### config.mk
export PLATFORM = sky130hd
export DESIGN_NAME = apb4_ip_mux
export DESIGN_NICKNAME = d
export VERILOG_FILES = /design/src/rtl/apb4_ip_mux.sv
export SDC_FILE = /design/constraint.sdc
export NUM_CORES = 1
export LEC_CHECK = 0
export CORE_AREA = 2 2 130 132
export CTS_BUF_LIST = sky130_fd_sc_hd__clkbuf_4 sky130_fd_sc_hd__clkbuf_8
export DETAILED_ROUTE_END_ITERATION = 6
export DIE_AREA = 0 0 132 134
export GPL_ROUTABILITY_DRIVEN = 0
export SYNTH_ARGS = -nofsm -noshare
export SYNTH_HDL_FRONTEND = slang
export SYNTH_SLANG_ARGS = --single-unit
### constraint.sdc
create_clock -name clk_i -period 2.1 [get_ports clk_i]
set_input_delay 0.42 -clock clk_i [delete_from_list [all_inputs] [get_ports clk_i]]
set_output_delay 0.42 -clock clk_i [all_outputs]
set_load 0.05 [all_outputs]
### src/rtl/apb4_ip_mux.sv
// APB4 one-to-many mux: forwards an upstream APB4 transfer to the channel picked by sel_i,
// answers out-of-range selects with SLVERR and aborts stalled transfers after TIMEOUT wait cycles.
module apb4_ip_mux #(
    parameter int NUM_CH  = 4,
    parameter int ADDR_W  = 32,
    parameter int DATA_W  = 32,
    parameter int TIMEOUT = 255,
    parameter int SEL_W   = 4
) (
    input  logic                     clk_i,
    input  logic                     rst_n_i,
    input  logic [SEL_W-1:0]         sel_i,
    input  logic [ADDR_W-1:0]        s_paddr_i,
    input  logic [2:0]               s_pprot_i,
    input  logic                     s_pwrite_i,
    input  logic [DATA_W-1:0]        s_pwdata_i,
    input  logic [DATA_W/8-1:0]      s_pstrb_i,
    input  logic                     s_psel_i,
    input  logic                     s_penable_i,
    output logic                     s_pready_o,
    output logic                     s_pslverr_o,
    output logic [DATA_W-1:0]        s_prdata_o,
    output logic [NUM_CH-1:0]        m_psel_o,
    output logic                     m_penable_o,
    output logic [ADDR_W-1:0]        m_paddr_o,
    output logic [2:0]               m_pprot_o,
    output logic                     m_pwrite_o,
    output logic [DATA_W-1:0]        m_pwdata_o,
    output logic [DATA_W/8-1:0]      m_pstrb_o,
    input  logic [NUM_CH-1:0]        m_pready_i,
    input  logic [NUM_CH-1:0]        m_pslverr_i,
    input  logic [NUM_CH*DATA_W-1:0] m_prdata_i,
    output logic [SEL_W-1:0]         cur_sel_o,
    output logic                     timeout_o
);

    // state  | meaning
    // IDLE   | no transfer; cur_sel follows sel_i while s_psel_i is low
    // SETUP  | APB setup phase forwarded to the selected channel
    // ACCESS | access phase; waiting for channel ready, local error or timeout
    typedef enum logic [1:0] {S_IDLE, S_SETUP, S_ACCESS} state_t;

    localparam int CNT_W = (TIMEOUT > 0) ? $clog2(TIMEOUT + 1) : 1;
    localparam logic [CNT_W-1:0] TO_VAL   = CNT_W'(TIMEOUT);
    localparam logic [SEL_W:0]   NUM_CH_V = (SEL_W + 1)'(NUM_CH);

    state_t             state_q, state_d;
    logic [CNT_W-1:0]   cnt_q, cnt_d;
    logic [SEL_W-1:0]   cur_sel_q, cur_sel_d;

    logic               valid;
    logic               in_access;
    logic               to_hit;
    logic               ch_ready;
    logic               ch_err;
    logic [DATA_W-1:0]  ch_rdata;

    assign m_paddr_o  = s_paddr_i;
    assign m_pprot_o  = s_pprot_i;
    assign m_pwrite_o = s_pwrite_i;
    assign m_pwdata_o = s_pwdata_i;
    assign m_pstrb_o  = s_pstrb_i;
    assign cur_sel_o  = cur_sel_q;

    assign valid     = {1'b0, cur_sel_q} < NUM_CH_V;
    assign in_access = rst_n_i && (state_q == S_ACCESS) && s_psel_i;
    assign to_hit    = (TIMEOUT != 0) && in_access && valid && !ch_ready && (cnt_q >= TO_VAL);
    assign timeout_o = to_hit;

    always_comb begin
        ch_ready = 1'b0;
        ch_err   = 1'b0;
        ch_rdata = '0;
        for (int k = 0; k < NUM_CH; k++) begin
            if (cur_sel_q == SEL_W'(k)) begin
                ch_ready = m_pready_i[k];
                ch_err   = m_pslverr_i[k];
                ch_rdata = m_prdata_i[k*DATA_W +: DATA_W];
            end
        end
    end

    // Reset gates every response combinationally so an interrupted transfer never completes.
    always_comb begin
        s_pready_o  = 1'b0;
        s_pslverr_o = 1'b0;
        s_prdata_o  = '0;
        if (in_access) begin
            if (!valid || to_hit) begin
                s_pready_o  = 1'b1;
                s_pslverr_o = 1'b1;
            end else begin
                s_pready_o  = ch_ready;
                s_pslverr_o = ch_err;
                s_prdata_o  = ch_rdata;
            end
        end
    end

    always_comb begin
        m_psel_o    = '0;
        m_penable_o = 1'b0;
        if (rst_n_i && valid && !to_hit && (state_q != S_IDLE)) begin
            for (int k = 0; k < NUM_CH; k++) begin
                m_psel_o[k] = (cur_sel_q == SEL_W'(k)) && s_psel_i;
            end
            m_penable_o = (state_q == S_ACCESS) && s_penable_i;
        end
    end

    always_comb begin
        state_d   = state_q;
        cnt_d     = cnt_q;
        cur_sel_d = cur_sel_q;
        case (state_q)
            S_IDLE: begin
                if (!s_psel_i) begin
                    cur_sel_d = sel_i;
                end else if (!s_penable_i) begin
                    state_d = S_SETUP;
                end
            end
            S_SETUP: begin
                cnt_d   = '0;
                state_d = s_psel_i ? S_ACCESS : S_IDLE;
            end
            S_ACCESS: begin
                if (!s_psel_i) begin
                    state_d = S_IDLE;
                    cnt_d   = '0;
                end else if (s_pready_o) begin
                    state_d   = S_SETUP;
                    cur_sel_d = sel_i;
                    cnt_d     = '0;
                end else if (cnt_q != '1) begin
                    cnt_d = cnt_q + 1'b1;
                end
            end
            default: state_d = S_IDLE;
        endcase
    end

    always_ff @(posedge clk_i) begin
        if (!rst_n_i) begin
            state_q   <= S_IDLE;
            cnt_q     <= '0;
            cur_sel_q <= '0;
        end else begin
            state_q   <= state_d;
            cnt_q     <= cnt_d;
            cur_sel_q <= cur_sel_d;
        end
    end

endmodule

* Word-level counts from Yosys, hierarchy flattened
Index checks and enable logic that the tools add are counted.
** Word-level totals
- Register bits after elaboration :: 14
- Bits in latches :: 0
- Bits in writable memories :: 0
- ROM bits :: 0
- Input bits :: 216
- Output and inout bits :: 116
- Word-level logic and storage cells :: 78
- Memories kept :: 0
** Operators by class
- Add/subtract/negate cells :: 1
- Multiply operators :: 0
- Div/mod/pow operators :: 0
- $lt $le $gt $ge :: 2
- Equality and inequality tests :: 13
- Shifts and indexed selects :: 0
- Muxes and demuxes :: 34
- Bitwise operators :: 0
- Reductions and logical operators :: 25
** Operators with widths (number)
- two-way mux 32 bit :: 6
- two-way mux 8 bit :: 3
- two-way mux 4 bit :: 4
- one-hot mux 8 bit (2 select lines) :: 1
- logical AND 1 bit :: 13
- two-way mux 1 bit :: 13
- two-way mux 2 bit :: 5
- inequality test 2 bit, second input constant :: 5
- adder 8 x 1 -> 8 bit, second input constant :: 1
- == test 4 x 2 -> 1 bit, second input constant :: 2
- >= comparator 8 bit, second input constant :: 1
- inequality test 8 bit, second input constant :: 1
- one-hot mux 4 bit (2 select lines) :: 1
- one-hot mux 2 bit (3 select lines) :: 1
- nonzero test 2 bit :: 3
- == test 4 x 1 -> 1 bit, second input constant :: 1
- zero test 4 bit :: 1
- less-than comparator 4 x 3 -> 1 bit, second input constant :: 1
- inequality test 4 x 3 -> 1 bit, second input constant :: 1
- AND reduction 4 bit :: 1
- zero test 1 bit :: 3
- inequality test 3 bit, second input constant :: 1
- AND reduction 3 bit :: 1
- == test 2 x 1 -> 1 bit, second input constant :: 1
- 4 further kinds :: 4

* Longest topological paths before layout
- Depth in word-level cells :: 14
- Gate-level depth with buffers :: 7
- Gate-level depth less buffers :: 6

* Worst setup path before layout
Ideal clock, no wire load.
- Path type :: register to output
- Start :: register cur_sel_q[0] (netlist: cur_sel_o[0])
- End :: output timeout_o
- Arrival :: 2.777 ns
- Required time :: 1.680 ns
- Slack :: -1.097 ns
- Stages on the path, launching flop included :: 4
- Cells stage by stage :: dfxtp_1 mux4_2 or3_4 nor3_1
** Between the ends
- Longest elaborated chain between the ends :: 8
- Elaborated cells on any way between the ends :: 13
- Classes of those cells :: order compare (1); eq/ne (3); mux (4); reduce/logical (5)
** RTL lines
- from (decl) :: RTL line 49 : logic [SEL_W-1:0] cur_sel_q, cur_sel_d;
- from (signal assigned) :: RTL line 151 : cur_sel_q <= cur_sel_d;
- zero test 4 bit :: RTL line 75 : if (cur_sel_q == SEL_W'(k)) begin
- two-way mux 1 bit (4 in a row) :: RTL line 75
- zero test 1 bit :: RTL line 67 : assign to_hit = (TIMEOUT != 0) && in_access && valid && !ch_ready && (cnt_q >= TO_VAL);
- logical AND 1 bit (*) (2 in a row) :: RTL line 67
- to (decl) :: RTL line 34 : output logic timeout_o
Every way passes the cells marked *; elsewhere a longest branch is shown, timed or not.

* Worst setup path after layout
- Start :: input m_pready_i[2]
- End :: output s_prdata_o[11]
** Between the ends
- Longest elaborated chain between the ends :: 8
** RTL lines
- from (decl) :: RTL line 30 : input logic [NUM_CH-1:0] m_pready_i,
- two-way mux 1 bit (2 in a row) :: RTL line 75
- zero test 1 bit :: RTL line 67
- logical AND 1 bit (2 in a row) :: RTL line 67
- logical OR 1 bit :: RTL line 89 : if (!valid || to_hit) begin
- two-way mux 32 bit :: RTL line 89
- two-way mux 32 bit :: RTL line 88 : if (in_access) begin
- to (decl) :: RTL line 22 : output logic [DATA_W-1:0] s_prdata_o,
No other way between the ends.

==> results.md <==
- Skew final: 1.06 ps
- Initial Utilization: 15.0%
- Final setup margin: -454 ps
- Final wirelength: 11,300 um
- Num CTS Buffers: 3
- Type of the worst setup path: in2out
- Leakage: 1.78 nW
- CTS Hold Buffers Added: 0
- CP Launch Type: input pin
- Initial antenna violation count: 0
- Worst Path Arrival: 2130 ps
- Routed len/inst: 16.2 um
- Critical path peak fanout: 7
- Core area: 16,300 um^2
- Ant diodes: 0
- Number of synthesized register bits: 14
- Post-Syn Instances: 335
- Async set or reset register ratio after synthesis: 0%
- Count of cell types in the netlist: 44
- Worst Hold Class: reg2reg
- DP Wirelength: 9200 um
- Max-cap violation count: 0
- Longest Clk Path Bufs: 2
- Failing checks: negative setup slack
- CTS root buffer: clkbuf_8
- Die area: 17,700 um^2
- CTS sink count: 14
- First-pass GRT wire length: 17,100 um
- Critical path cell sequence: dlygate4sd2_1 > mux4_2 > or3_4 > nand2_8 > buf_12 > buf_16 > nor3_4 > buf_6
- GRT overflow: 0
- Fmax: 392 MHz
- CP required: 1680 ps
- DR DRC count: 0
- Status: finished, violations left
- Final setup vio count: 40
- Detail Route Antenna Nets: 0
- Std-Cell Rows: 47
- Die height: 134 um
- Syn-to-layout area delta: 106%
- Crit share post-route: 122%
- Sequential cell area fraction in the yosys report: 11.5%
- I/O Pins: 332
- Post-synthesis average cell area: 7.27 um^2
- Synth Cell Area: 2440 um^2
- CTS clk-pin slew, worst paths: 60 ps
- EDFF count, synth: 0
- Max Slew Vio Count: 0
- CTS tree: done
- Die X: 132 um
- Tot Pwr: 2.25 mW
- Port-buffer cells: 187
- H-tree Lvls: 1
- Actual slew at the worst max-slew pin: 499 ps
- Critical path's slowest cell: mux4_2
- NumNets Final: 699
- Synth warnings: 0
- PD cells: 449 nW/um^2
- GRT Total Usage: 12.1%
- Via density: 4.37
- Critical path capture point type: primary output
- Final setup TNS: -15,740 ps
- Final hold vios: 0
- Largest net degree at the start of global routing: 24
- DRT Pass-1 Iters: 4
- Post-Syn Nets: 556
- DRT iter0 DRCs: 86
- Placed Area: 4740 um^2
- Max VDD drop: 0.180 mV
- Slowest cell delay on critical path: 470 ps
- Cell area after layout: 5010 um^2
- Minimum clock period: 2550 ps
- Layout cells sized above 1: 36.3%
- RSZ-0062 raised after global routing: yes
- Ys flop type: dfxtp_1
- Later-pin clock latency in the skew report: 240 ps
- Normalized max-slew margin: 66.4%
- Vias in the first global route: 3,256
- # placed instances: 688
- DR vias: 3,046
- Non-Filler Instances: 697
registers in the layout, indices dropped and copies added (netlist names):
name and count:
cur_sel_o 4, cnt_q 8, state_q 2
what timing repair did:
action / 4_1_cts / 5_1_grt
buffers inserted: 4 / 3
endpoints found under the setup margin: 44 / 40
gates cloned: 2 / 0
pin swaps: 27 / 3
gates resized for setup: 44 / 4
routing by layer:
layer	GRT usage (%)	up-vias	routed length, um
met5	0	-	0
met4	4.23	0	343
met3	3.17	40	920
met2	22.3	169	5780
met1	13.3	1429	4290
li1	-	1408	-
final cells by class:
cell class	count	area, um^2
sequential	14	288
inverter	6	22.5
clock buffer	4	55.1
timing repair buffer	234	2410
fill	1688	11300
multi-input combinational	219	1960
tap	220	275
cells in the mapped netlist (2+ instances only):
master	count	area, um^2
clkbuf_1	17	63.8
nand2_1	15	56.3
mux2_2	22	248
and4_1	2	17.5
mux2i_1	6	60.1
buf_2	2	10.0
nand4_1	2	12.5
nand3b_1	11	82.6
nor2_1	36	135
o22ai_1	32	200
buf_1	2	7.51
a211oi_1	13	97.6
ha_1	5	62.6
mux4_2	2	45.0
or2_2	2	12.5
and3_1	2	12.5
xor2_1	2	17.5
nand3_1	6	30.0
buf_6	3	33.8
nor3_1	24	120
a21oi_1	5	25.0
inv_1	6	22.5
buf_4	72	541
o21ai_0	12	60.1
dfxtp_1	14	280
nand2b_1	2	12.5
power by group:
part / internal (mW) / switching (mW) / total, mW
clock network: 0.166 / 0.0960 / 0.262
registers: 0.314 / 0.0332 / 0.347
logic: 0.794 / 0.846 / 1.64
worst max-delay path, delay by kind of cell:
| family | cells | cell delay (ps) |
|---|---|---|
| buf+inv | 4 | 640 |
| mux | 1 | 470 |
| simple gates | 3 | 590 |
cell families after synthesis:
family	share of synthesized area [%]
simple gates	22.4
buf+inv	27.8
fa+ha+maj	2.57
xor+xnor	1.08
compound gates	20.1
flops	11.5
mux	14.5
path summary, 6_finish.rpt:
path	slack, ps	startpoint	end	cells after the start
worst max-delay path	-450	m_pready_i[2]	s_prdata_o[11]	8
worst min-delay path	480	cur_sel_o[2]$_SDFFE_PN0P_	cur_sel_o[2]$_SDFFE_PN0P_	2
worst max register to register	110	cur_sel_o[0]$_SDFFE_PN0P_	cur_sel_o[3]$_SDFFE_PN0P_	7
worst min register to register	480	cur_sel_o[2]$_SDFFE_PN0P_	cur_sel_o[2]$_SDFFE_PN0P_	2
per-stage QoR:
stage	utilization, %	setup WS, ps	hold WS, ps
floorplan	-	-222	464
global placement	29.1	-638	460
detailed placement	29.1	-654	468
CTS	30.9	-546	477
global route	30.8	-504	497
finish	30.8	-454	476
layout by cell type (no fill, tap or decap), types with 2 or more instances in the layout:
master	instances
a211oi_1	2
a211oi_4	11
a21oi_1	4
and4_1	2
buf_12	12
buf_4	43
buf_6	33
clkbuf_8	4
clkdlybuf4s50_1	141
dfxtp_1	10
dfxtp_2	3
dlygate4sd2_1	3
ha_1	5
inv_1	6
mux2_2	22
mux2i_1	6
mux4_2	2
nand2_1	15
nand2b_1	2
nand3_1	5
nand3b_1	11
nand4_1	2
nor2_1	30
nor2_4	5
nor3_4	23
o21ai_0	12
o22ai_1	32
xor2_1	2
No activity file was read; power rests on OpenSTA's default activity.
